File: src/rtl/mem_stage.sv
// MEM pipeline stage: registers the EX/MEM bundle and runs sw/lw on a
// variable-latency req/ack data-memory port, stalling upstream until done.
module mem_stage #(
    parameter int unsigned TIMEOUT  = 255,
    parameter logic [15:0] ERR_DATA = 16'hFFFF
) (
    input  logic        clk,
    input  logic        rst,
    input  logic        halt,
    input  logic [15:0] ex_result,
    input  logic [15:0] ex_store_data,
    input  logic [2:0]  ex_opcode,
    input  logic [2:0]  ex_tgt,
    input  logic        ex_bubble,
    input  logic        ex_halt,
    output logic        mem_stall,
    output logic        dmem_req,
    output logic        dmem_we,
    output logic [15:0] dmem_addr,
    output logic [15:0] dmem_wdata,
    input  logic [15:0] dmem_rdata,
    input  logic        dmem_ack,
    output logic [15:0] mem_result_out,
    output logic [15:0] mem_out_2,
    output logic [2:0]  mem_opcode_out,
    output logic [2:0]  mem_tgt,
    output logic        mem_bubble_out,
    output logic        mem_halt_out,
    output logic        bus_err
);

    localparam int unsigned    CW    = $clog2(TIMEOUT + 1);
    localparam logic [CW-1:0]  TMO   = CW'(TIMEOUT);
    localparam logic [2:0]     OP_SW = 3'b100;
    localparam logic [2:0]     OP_LW = 3'b101;

    typedef enum logic [1:0] {S_IDLE, S_WAIT, S_DONE} state_t;

    state_t        state_q, state_d;
    logic [CW-1:0] cnt_q, cnt_d;
    logic [15:0]   addr_q, addr_d;
    logic [15:0]   wdata_q, wdata_d;
    logic          we_q, we_d;
    logic [15:0]   ldata_q, ldata_d;
    logic          berr_q, berr_d;

    logic [15:0]   res_q, res_d;
    logic [15:0]   out2_q, out2_d;
    logic [2:0]    opc_q, opc_d;
    logic [2:0]    tgt_q, tgt_d;
    logic          bub_q, bub_d;
    logic          hlt_q, hlt_d;

    logic          is_sw, is_lw, mem_op;
    logic          load_ex, load_bub;
    logic [15:0]   ex_ld;

    assign is_sw  = (ex_opcode == OP_SW);
    assign is_lw  = (ex_opcode == OP_LW);
    assign mem_op = !ex_bubble && (is_sw || is_lw);

    // Access FSM: next state, memory port drive, stall and commit decisions
    always_comb begin
        state_d    = state_q;
        cnt_d      = cnt_q;
        addr_d     = addr_q;
        wdata_d    = wdata_q;
        we_d       = we_q;
        ldata_d    = ldata_q;
        berr_d     = berr_q;
        load_ex    = 1'b0;
        load_bub   = 1'b0;
        ex_ld      = '0;
        dmem_req   = 1'b0;
        dmem_we    = we_q;
        dmem_addr  = addr_q;
        dmem_wdata = wdata_q;
        mem_stall  = 1'b0;
        unique case (state_q)
            S_IDLE: begin
                dmem_we    = is_sw;
                dmem_addr  = ex_result;
                dmem_wdata = ex_store_data;
                if (!halt) begin
                    if (mem_op) begin
                        dmem_req = 1'b1;
                        if (dmem_ack) begin
                            load_ex = 1'b1;
                            ex_ld   = dmem_rdata;
                        end else begin
                            state_d  = S_WAIT;
                            cnt_d    = CW'(1);
                            addr_d   = ex_result;
                            wdata_d  = ex_store_data;
                            we_d     = is_sw;
                            load_bub = 1'b1;
                        end
                    end else begin
                        load_ex = 1'b1;
                    end
                end
            end
            S_WAIT: begin
                dmem_req  = 1'b1;
                mem_stall = 1'b1;
                load_bub  = 1'b1;
                if (dmem_ack) begin
                    ldata_d = dmem_rdata;
                    state_d = S_DONE;
                end else if (cnt_q == TMO) begin
                    berr_d  = 1'b1;
                    ldata_d = ERR_DATA;
                    state_d = S_DONE;
                end else begin
                    cnt_d = cnt_q + 1'b1;
                end
            end
            S_DONE: begin
                if (halt) begin
                    mem_stall = 1'b1;
                    load_bub  = 1'b1;
                end else begin
                    // The op's bundle is still held upstream, so it commits from the EX inputs
                    load_ex = 1'b1;
                    ex_ld   = ldata_q;
                    state_d = S_IDLE;
                end
            end
            default: state_d = S_IDLE;
        endcase
        if (rst) begin
            dmem_req  = 1'b0;
            mem_stall = 1'b0;
        end
    end

    // Output register next values: commit the EX bundle, insert a bubble, or hold
    always_comb begin
        res_d  = res_q;
        out2_d = out2_q;
        opc_d  = opc_q;
        tgt_d  = tgt_q;
        bub_d  = bub_q;
        hlt_d  = hlt_q;
        if (load_ex) begin
            res_d  = ex_result;
            opc_d  = ex_opcode;
            tgt_d  = ex_bubble ? 3'b000 : ex_tgt;
            bub_d  = ex_bubble;
            hlt_d  = ex_halt && !ex_bubble;
            out2_d = (is_lw && !ex_bubble) ? ex_ld : 16'h0000;
        end else if (load_bub) begin
            bub_d = 1'b1;
            tgt_d = '0;
            hlt_d = 1'b0;
        end
    end

    // State and output registers with synchronous reset
    always_ff @(posedge clk) begin
        if (rst) begin
            state_q <= S_IDLE;
            cnt_q   <= '0;
            addr_q  <= '0;
            wdata_q <= '0;
            we_q    <= 1'b0;
            ldata_q <= '0;
            berr_q  <= 1'b0;
            res_q   <= '0;
            out2_q  <= '0;
            opc_q   <= '0;
            tgt_q   <= '0;
            bub_q   <= 1'b1;
            hlt_q   <= 1'b0;
        end else begin
            state_q <= state_d;
            cnt_q   <= cnt_d;
            addr_q  <= addr_d;
            wdata_q <= wdata_d;
            we_q    <= we_d;
            ldata_q <= ldata_d;
            berr_q  <= berr_d;
            res_q   <= res_d;
            out2_q  <= out2_d;
            opc_q   <= opc_d;
            tgt_q   <= tgt_d;
            bub_q   <= bub_d;
            hlt_q   <= hlt_d;
        end
    end

    assign mem_result_out = res_q;
    assign mem_out_2      = out2_q;
    assign mem_opcode_out = opc_q;
    assign mem_tgt        = tgt_q;
    assign mem_bubble_out = bub_q;
    assign mem_halt_out   = hlt_q;
    assign bus_err        = berr_q;

endmodule

File: config.mk
export PLATFORM = sky130hd
export DESIGN_NAME = mem_stage
export DESIGN_NICKNAME = d
export VERILOG_FILES = /design/src/rtl/mem_stage.sv
export SDC_FILE = /design/constraint.sdc
export NUM_CORES = 1
export LEC_CHECK = 0
export CAP_MARGIN = 40
export CORE_MARGIN = 8
export CORE_UTILIZATION = 40
export DETAILED_ROUTE_END_ITERATION = 6
export PLACE_DENSITY = 0.71
export SETUP_SLACK_MARGIN = 0.15
export SYNTH_ARGS = -nofsm -noshare
export SYNTH_HDL_FRONTEND = slang
export SYNTH_SLANG_ARGS = --single-unit
File: constraint.sdc
create_clock -name clk -period 2.7 [get_ports clk]
set_input_delay 0.27 -clock clk [delete_from_list [all_inputs] [get_ports clk]]
set_output_delay 0.27 -clock clk [all_outputs]
set_load 0.02 [all_outputs]
# ---- Yosys cells after proc, flatten, opt, wreduce, memory -nomap -nowiden
# Index checks and enable logic that the tools add are counted.
dict set report classes {
  n_reduce_logical 14
  n_mux 47
  bitwise 2
  add_sub_neg 1
  eq_ne 12
}
# op count
set ops {}
lappend ops {{$mux W16} 9}
lappend ops {{$mux W8} 5}
lappend ops {{$pmux W16 S2} 1}
lappend ops {{$mux W1} 17}
lappend ops {{$pmux W8 S2} 1}
lappend ops {{$mux W2} 6}
lappend ops {{$ne A2 B2 Y1 const B} 6}
lappend ops {{$mux W3} 3}
lappend ops {{$add A8 B1 Y8 const B} 1}
lappend ops {{$eq A8 B8 Y1 const B} 1}
lappend ops {{$eq A3 B3 Y1 const B} 2}
lappend ops {{$pmux W1 S2} 3}
lappend ops {{$pmux W2 S3} 1}
lappend ops {{$reduce_and A6 Y1} 1}
lappend ops {{$reduce_bool A2 Y1} 3}
lappend ops {{$reduce_and A5 Y1} 1}
lappend ops {{$reduce_and A4 Y1} 1}
lappend ops {{$logic_and A1 B1 Y1} 3}
lappend ops {{$ne A3 B3 Y1 const B} 1}
lappend ops {{$pmux W1 S3} 1}
lappend ops {{$reduce_and A3 Y1} 1}
lappend ops {{$eq A2 B1 Y1 const B} 1}
lappend ops {{$eq A2 B2 Y1 const B} 1}
lappend ops {{$logic_not A2 Y1} 1}
lappend ops {{4 further kinds} 5}
dict set report totals {
  word_cells 89
  ff_bits 100
  inputBits 60
  out_inout_bits 76
}

# ---- Depth between registers and ports, before layout
# Gate-level depths: netlist (run 1).
dict set report logic_depth {
  depth_word 8
  ltp_mapped 9
  depth_no_buf 6
}

# ---- Worst setup path after synthesis (run 1)
# Ideal clock, no wire load.
dict set report synth_timing {
  path_kind {register -> register}
  from {register state_q[0]}
  to {register cnt_q[6]}
  period_less_slack_ns 1.942
  t_required_ns 2.627
  path_buffers 1
  path_stages_with_launch 8
  setup_slack_ns 0.758
  t_arrival_ns 1.870
  cell_sequence {dfxtp_1 > inv_1 > ha_1 > nor2b_1 > a21boi_1 > clkbuf_1 > or4_1 > a21oi_1}
}
dict set report synth_between {
  elab_chain_cells 3
}
# element line
set synth_rtl {}
lappend synth_rtl {{start: declaration} 39} ;# state_t state_q, state_d;
lappend synth_rtl {{start signal: assignment} 176} ;# state_q <= state_d;
lappend synth_rtl {{$eq A2 B1 Y1 or $logic_not A2 Y1 (tied branches)} 79} ;# unique case (state_q)
lappend synth_rtl {{$ne A2 B2 Y1 (no line) or $reduce_bool A2 Y1 (tied branches)} n/a}
lappend synth_rtl {{$reduce_and A6 Y1 (no line)} n/a}
lappend synth_rtl {{end signal: assignment} 177} ;# cnt_q <= cnt_d;
lappend synth_rtl {{end: declaration} 40} ;# logic [CW-1:0] cnt_q, cnt_d;
# Several ways; a longest one is shown, not always the timed one.
# A chain may end at the register's enable or synchronous reset.

# ---- Final worst setup path (run 1)
dict set report layout_timing {
  from {register state_q[0]}
  to {output dmem_addr[4]}
}
dict set report layout_between {
  elab_chain_cells 2
}
# element line
set layout_rtl {}
lappend layout_rtl {{$logic_not A2 Y1} 79}
lappend layout_rtl {{$mux W16} 79}
lappend layout_rtl {{end: declaration} 19} ;# output logic [15:0] dmem_addr,
# No other way between the ends.

==> run_results.csv, run 1 <==
group,metric,value,unit
floorplan,design.core.area,10300,um^2
global_route,grt_pass1_wl,20.5,mm
logic_synthesis,muxShareOfSynthArea,0.0876,
power,max-vdd-ir-drop,0.000401,V
power,p_leak,2.31,nW
placement,dpl.hpwl,9.01,mm
layout,register_area,2000,um^2
logic_synthesis,synth_top_area_share,0.472,
setup_path,required,2.43,ns
timing,grt_setup_unrepaired,"false",
power,powerDensity,793,nW/um^2
layout,antenna_cells,0,
flow_run,cap_violations,0,
logic_synthesis,synth_area_leader_cell,"dfxtp_1",
timing,fmax,409,MHz
layout,multi_input_area,2070,um^2
clocking,cts_setup_buffers,0,
logic_synthesis,yosysSeqAreaShare,0.472,
logic_synthesis,ys_top_cells_by_area,"dfxtp_1 (47%), nand2_1 (11%), mux2_2 (8.8%)",
timing,report.final.slew_viol_count,0,
timing,tightestPinTransition,0.658,ns
timing,setup_viol,0,
global_route,grt_overflow,0,
floorplan,dieWidth,119,um
clocking,cts_tree,"yes",
setup_path,cp_max_fo,20,
clocking,clk_pin_slew_worst_paths,0.10,ns
outcome,status,"completed",
logic_synthesis,synth_compound_area_frac,0.220,
timing,hold_slack,0.162,ns
clocking,clk_latency,0.37,ns
floorplan,initial_core_util,0.411,
floorplan,die_h,119,um
detailed_routing,vias,3934,
setup_path,critPathKind,"reg2out",
placement,gp_congestion,0.795,
timing,timing.slew.headroom,0.558,
setup_path,reg2reg_depth,8,
logic_synthesis,synth_top_family_by_area,"compound AO/OA/AOI/OAI gates",
timing,finClkSkew,0.0152,ns
logic_synthesis,synth_edf_count,0,
timing,period_share,0.906,
worst_hold_path,hold_path_class,"in2reg",
detailed_routing,routed_wl,12.5,mm
timing,setup_tns,0,ns
logic_synthesis,synth_xor_area_frac,0,
logic_synthesis,yosys_warnings,0,
clocking,h-tree-depth,3,
global_route,antenna_found_initial,0,
detailed_routing,vias_per_cell,5.26,
power,power,0.00476,W
floorplan,rows,37,
logic_synthesis,syn_nets,546,
detailed_routing,post-route-drc-count,0,
detailed_routing,final_antenna_net_count,0,
clocking,cts-root-buf,"clkbuf_8",
floorplan,pin_count,136,
clocking,cts_buffers,9,
detailed_routing,first_pass_iters,4,
global_route,grt_pass1_vias,3998,
logic_synthesis,synthAdderAreaFrac,0.0147,
logic_synthesis,yosys.area_share.simple,0.161,
timing,final-hold-violation-count,0,
worst_hold_path,whs_path_depth,2,
logic_synthesis,ys.flop_type,"dfxtp_1",
floorplan,dieArea,14200,um^2
logic_synthesis,yosys_register_bits,100,
layout,fillers,913,
clocking,clock_sinks,100,
global_route,grt_use_total,0.175,
setup_path,critPathArrivalTime,2.18,ns
logic_synthesis,syn_area_per_cell,8.82,um^2
logic_synthesis,yosys.cell_types.count,39,
layout,fin_nets,672,
timing,period_needed,2.45,ns
detailed_routing,drt-initial-drc-count,271,
layout,drive_gt1_frac,0.145,
setup_path,worstSetupStartpointType,"register",
global_route,grt_max_degree,55,
setup_path,cp-end-kind,"output pin",
logic_synthesis,async_reset_ff_frac,0,
layout,finish.utilization,0.581,
clocking,cts_hold_buf,0,
logic_synthesis,netlist_instances,481,
logic_synthesis,syn-cell-area,4240,um^2
clocking,cts.path.max_buffers,2,
detailed_routing,wl_per_cell,16.7,um
layout,area_growth,41.3,%
placement,io_buffer_count,135,
## worst max-delay path, cell delays in order (launching register included)
cell	delay, ns
dfxtp_1	0.36
inv_1	0.09
ha_2	0.25
clkbuf_16	0.22
mux2_2	0.34
clkdlybuf4s50_1	0.54
## metrics by stage
stage          cells  worst slack [ns]  cell area, um^2
2_1_floorplan    481             0.758             4240
3_3_place_gp     731             0.306             5750
3_5_place_dp     731             0.254             5750
4_1_cts          747             0.187             5920
5_1_grt          748             0.151             5990
6_report         748             0.254             5990
## what timing repair did
action	in CTS	in global routing
gates resized for setup	0	19
hold endpoints to repair	0	0
endpoints found under the setup margin	0	34
## sequential cells by signal, summed over array words and instances, names as in the netlist, 2 cells and up
signal,count
addr_q,16
ldata_q,16
mem_out_2,16
mem_result_out,16
wdata_q,16
cnt_q,8
mem_opcode_out,3
mem_tgt,3
state_q,2
## cells by family (layout without fill, tap and decap cells)
logic type / count (synthesis) / in the layout
simple gates: 158 / 158
compound gates: 141 / 141
flops: 100 / 100
buf+inv: 44 / 175
mux: 33 / 33
fa+ha+maj: 5 / 5
## layout make-up
| class | instances | share of cell area |
|---|---|---|
| multi-input cells | 337 | 0.345 |
| clock buffers | 10 | 0.0213 |
| well taps | 136 | 0.0284 |
| repair buffers | 151 | 0.260 |
| clock inverters | 6 | 0.00689 |
| inverters | 8 | 0.00501 |
| flip-flops and latches | 100 | 0.334 |
## where the power goes
part           switching [W]  total [W]  internal [W]
registers          0.0000782    0.00169       0.00161
logic                0.00115    0.00222       0.00107
clock network       0.000508   0.000841      0.000334
## path summary, 6_finish.rpt
| kind | startpoint | to | slack, ns |
|---|---|---|---|
| worst min-delay path | rst | cnt_q[1]$_SDFFE_PP0P_ | 0.16 |
| worst max register to register | state_q[0]$_SDFFE_PP0P_ | mem_result_out[15]$_SDFFE_PP0P_ | 0.50 |
| worst max-delay path | state_q[0]$_SDFFE_PP0P_ | dmem_addr[4] | 0.25 |
| worst min register to register | mem_bubble_out$_SDFFE_PP1P_ | mem_bubble_out$_SDFFE_PP1P_ | 0.45 |
## placed cells by master (no fill, tap or decap), types with 2 or more instances in the layout
cell type,instances
a21o_1,2
a21oi_1,64
a22o_1,4
a22oi_1,16
a31oi_1,2
and2_1,2
buf_12,2
buf_4,13
clkbuf_8,9
clkdlybuf4s50_1,115
clkinv_2,2
clkinvlp_4,3
dfxtp_1,100
dlymetal6s2s_1,19
ha_1,4
inv_1,8
mux2_2,33
nand2_1,124
nand2b_1,3
nand3_1,4
nand4_1,4
nor2_1,2
nor2b_1,2
nor3_1,2
nor3b_1,2
nor4b_1,2
o21ai_0,21
o221a_2,17
o31ai_1,6
or4_1,6
## per-layer routing
layer,GRT usage,routed length (um)
met1,0.204,5530
met2,0.283,5770
met3,0.0727,1050
met4,0.0609,160
met5,0,0
## Yosys cell counts, types with 2 or more instances
| library cell | n |
|---|---|
| dfxtp_1 | 100 |
| a21o_1 | 2 |
| ha_1 | 5 |
| nor3b_1 | 2 |
| nand2_1 | 124 |
| nand2b_1 | 3 |
| o31ai_1 | 6 |
| or4_1 | 6 |
| nand3_1 | 4 |
| and2_1 | 2 |
| clkbuf_1 | 21 |
| a22oi_1 | 16 |
| buf_2 | 9 |
| a31oi_1 | 2 |
| a22o_1 | 4 |
| nor4b_1 | 2 |
| nand4_1 | 4 |
| nor2_1 | 3 |
| inv_1 | 8 |
| nor2b_1 | 2 |
| o221a_2 | 17 |
| mux2_2 | 33 |
| nor3_1 | 2 |
| o21ai_0 | 22 |
| a21oi_1 | 65 |
| buf_1 | 4 |
Note: power is estimated with default switching activity, not from simulation.
==> run 2, diff against run 1 <==
ABC_AREA = 1   (was default)
PLACE_DENSITY = 0.7   (was 0.71)
==> run 2 against run 1 <==
Against the previous run:
- register-to-register slack gained 0.17 ns
- routed wire length grew 6.4%
- clock power grew 72%
- cell area grew 5.2%
- count of clock-buffer cells in the layout is the same
- sequential share of layout area shrank 1.7 points
- hold slack gained 0.29 ns
- global-route usage is essentially flat
- setup slack lost 0.013 ns
- final cell count grew 22%
- largest cell class unchanged
==> run_results.csv, run 2 <==
group,metric,value,unit
outcome,status,"completed",
setup_path,crit_chain,"inv_1, ha_4, buf_4, o21ai_0, clkdlybuf4s50_1",
setup_path,cp-end-kind,"output pin",
global_route,grt_overflow,0,
worst_hold_path,hold_path_class,"reg2reg",
power,power,0.00400,W
logic_synthesis,synth_edf_count,0,
timing,final-hold-violation-count,0,
clocking,clk_latency,0.34,ns
timing,report.final.slew_viol_count,0,
detailed_routing,met1_length,5.90,mm
logic_synthesis,yosys_warnings,0,
clocking,cts_tree,"yes",
timing,setup_tns,0,ns
detailed_routing,dr.max_layer_used,"met4",
clocking,cts-root-buf,"clkbuf_16",
timing,fin_ws,0.241,ns
setup_path,critPathCapture,"dmem_wdata[8]",
detailed_routing,wl_per_cell,14.6,um
clocking,clk_pin_slew_worst_paths,0.07,ns
timing,finClkSkew,0.00917,ns
floorplan,dieArea,15100,um^2
detailed_routing,drt-initial-drc-count,256,
logic_synthesis,syn_area_per_cell,7.01,um^2
logic_synthesis,async_reset_ff_frac,0,
flow_run,cap_violations,0,
setup_path,cp_max_fo,18,
logic_synthesis,yosysSeqAreaShare,0.439,
setup_path,regToRegSetupSlack,0.67,ns
global_route,grt_pass1_vias,4244,
setup_path,reg2reg_to,"mem_bubble_out$_SDFFE_PP1P_",
power,max-vdd-ir-drop,0.000300,V
setup_path,worstSetupStartpointType,"register",
clocking,cts.path.max_buffers,2,
detailed_routing,vias_per_cell,5.05,
timing,timing.slew.headroom,0.519,
logic_synthesis,syn-cell-area,4560,um^2
floorplan,pin_count,136,
floorplan,rows,39,
layout,drive_gt1_frac,0.0586,
clocking,h-tree-depth,3,
logic_synthesis,ys.flop_type,"dfxtp_1",
timing,setup_viol,0,
floorplan,die_h,123,um
global_route,grt_max_degree,74,
detailed_routing,vias,4603,
logic_synthesis,syn_nets,715,
setup_path,max_stage_delay,0.65,ns
detailed_routing,first_pass_iters,5,
timing,fmax,407,MHz
timing,period_needed,2.46,ns
floorplan,design.core.area,11300,um^2
setup_path,startpoint,"state_q[1]$_SDFFE_PP0P_",
power,p_leak,2.36,nW
layout,layout_common_cells,"clkdlybuf4s50_1 (134), nand2_1 (120), o21ai_0 (111)",
power,powerDensity,634,nW/um^2
timing,grt_setup_unrepaired,"false",
detailed_routing,met3_length,1.07,mm
layout,finish.utilization,0.559,
setup_path,critPathArrivalTime,2.19,ns
setup_path,critPathKind,"reg2out",
clocking,clock_sinks,100,
clocking,cts_hold_buf,0,
detailed_routing,routed_wl,13.3,mm
logic_synthesis,yosys_register_bits,100,
detailed_routing,wl_met2,6.25,mm
placement,gp_congestion,0.807,
detailed_routing,final_antenna_net_count,0,
timing,hold_slack,0.451,ns
logic_synthesis,yosysMostFrequentCell,"nand2_1",
setup_path,required,2.43,ns
logic_synthesis,synth_top_area_share,0.439,
setup_path,timing.rr.start,"state_q[1]$_SDFFE_PP0P_",
logic_synthesis,synth_area_leader_cell,"dfxtp_1",
placement,io_buffer_count,135,
placement,dp_slack,0.364,ns
floorplan,initial_core_util,0.404,
layout,fin_nets,829,
logic_synthesis,netlist_instances,650,
logic_synthesis,yosys.cell_types.count,28,
layout,final_common_cell,"clkdlybuf4s50_1",
timing,tightestPinTransition,0.721,ns
setup_path,cpMaxStageDelayCell,"clkdlybuf4s50_1",
setup_path,reg2reg_depth,10,
global_route,grt_pass1_wl,21.3,mm
logic_synthesis,ys_top_cells_by_area,"dfxtp_1 (44%), o21ai_0 (12%), nand2_1 (9.9%)",
logic_synthesis,ys_top_cells_by_count,"nand2_1 (120), o21ai_0 (111), dfxtp_1 (100)",
layout,antenna_cells,0,
detailed_routing,post-route-drc-count,0,
clocking,cts_buffers,9,
floorplan,dieWidth,123,um
global_route,grt_use_total,0.175,
layout,area_growth,38.3,%
timing,period_share,0.911,
global_route,antenna_found_initial,0,
placement,dpl.hpwl,9.49,mm
==> run 2: changes by cell type in the layout (fill, tap and decap cells not counted), moves of 18 or more <==
cell	delta
clkdlybuf4s50_1	+19
dlymetal6s2s_1	-18
inv_1	+41
nor2_1	+93
mux2_2	-33
nand3_1	+25
o21ai_0	+90
==> run 2: final cells by class <==
cell class / instances / area, um^2
clock buffer: 10 / 229
clock inverter: 5 / 108
fill: 1082 / 4970
inverter: 56 / 213
multi-input combinational: 451 / 2130
sequential: 100 / 2000
tap: 143 / 179
timing repair buffer: 146 / 1450
==> run 2: logic make-up (layout without fill, tap and decap cells) <==
kind of cell / Yosys count / after routing / share of synthesized area
xor gates and xnor gates: 1 / 1 / 0.00192
buffers and inverters: 99 / 217 / 0.0971
AOI/OAI and AO/OA: 182 / 182 / 0.201
adders and majority gates: 5 / 5 / 0.0137
DFF: 100 / 100 / 0.439
and+or+nand+nor: 263 / 263 / 0.247
==> run 2: repair_timing <==
item / CTS / global route
gates resized for setup: 1 / 1
pin swaps: 0 / 1
setup endpoints to repair: 19 / 19
buffers inserted: 0 / 1
==> run 2: power breakdown <==
| part | total, W | leakage, nW | internal [W] | switching (W) |
|---|---|---|---|---|
| Sequential | 0.00158 | 0.813 | 0.00155 | 0.0000365 |
| Clock | 0.00145 | 0.164 | 0.000908 | 0.000544 |
| Combinational | 0.000962 | 1.38 | 0.000410 | 0.000552 |
| Total | 0.00400 | 2.36 | 0.00287 | 0.00113 |
==> run 2: worst min path at each step <==
stage	endpoint	start	slack (ns)	cells after the start
after floorplan	addr_q[15]$_SDFFE_PP0P_	addr_q[15]$_SDFFE_PP0P_	0.42	2
after global placement	wdata_q[15]$_SDFFE_PP0P_	wdata_q[15]$_SDFFE_PP0P_	0.44	2
after detailed placement	wdata_q[1]$_SDFFE_PP0P_	wdata_q[1]$_SDFFE_PP0P_	0.44	2
after CTS	wdata_q[1]$_SDFFE_PP0P_	wdata_q[1]$_SDFFE_PP0P_	0.45	2
after global routing	addr_q[2]$_SDFFE_PP0P_	addr_q[2]$_SDFFE_PP0P_	0.46	2
final	wdata_q[1]$_SDFFE_PP0P_	wdata_q[1]$_SDFFE_PP0P_	0.45	2
==> run 2: worst max-delay path, delay by kind of cell (launching register included) <==
family	cells	cell delay (ns)
AO/OA/AOI/OAI	1	0.23
adder cells (fa/ha/maj)	1	0.26
buffers and inverters	3	0.98
flip-flops	1	0.39
==> run 2: per-layer routing <==
layer | up-vias | track usage
met2 | 151 | 0.290
met3 | 8 | 0.0391
met5 | - | 0
met4 | 0 | 0.0457
li1 | 2338 | -
met1 | 2106 | 0.224
==> run 2: through the flow <==
stage | cells | area, um^2
after floorplan | 650 | 4560
after global placement | 895 | 5950
after detailed placement | 895 | 5950
after CTS | 910 | 6300
after global routing | 911 | 6310
final | 911 | 6310
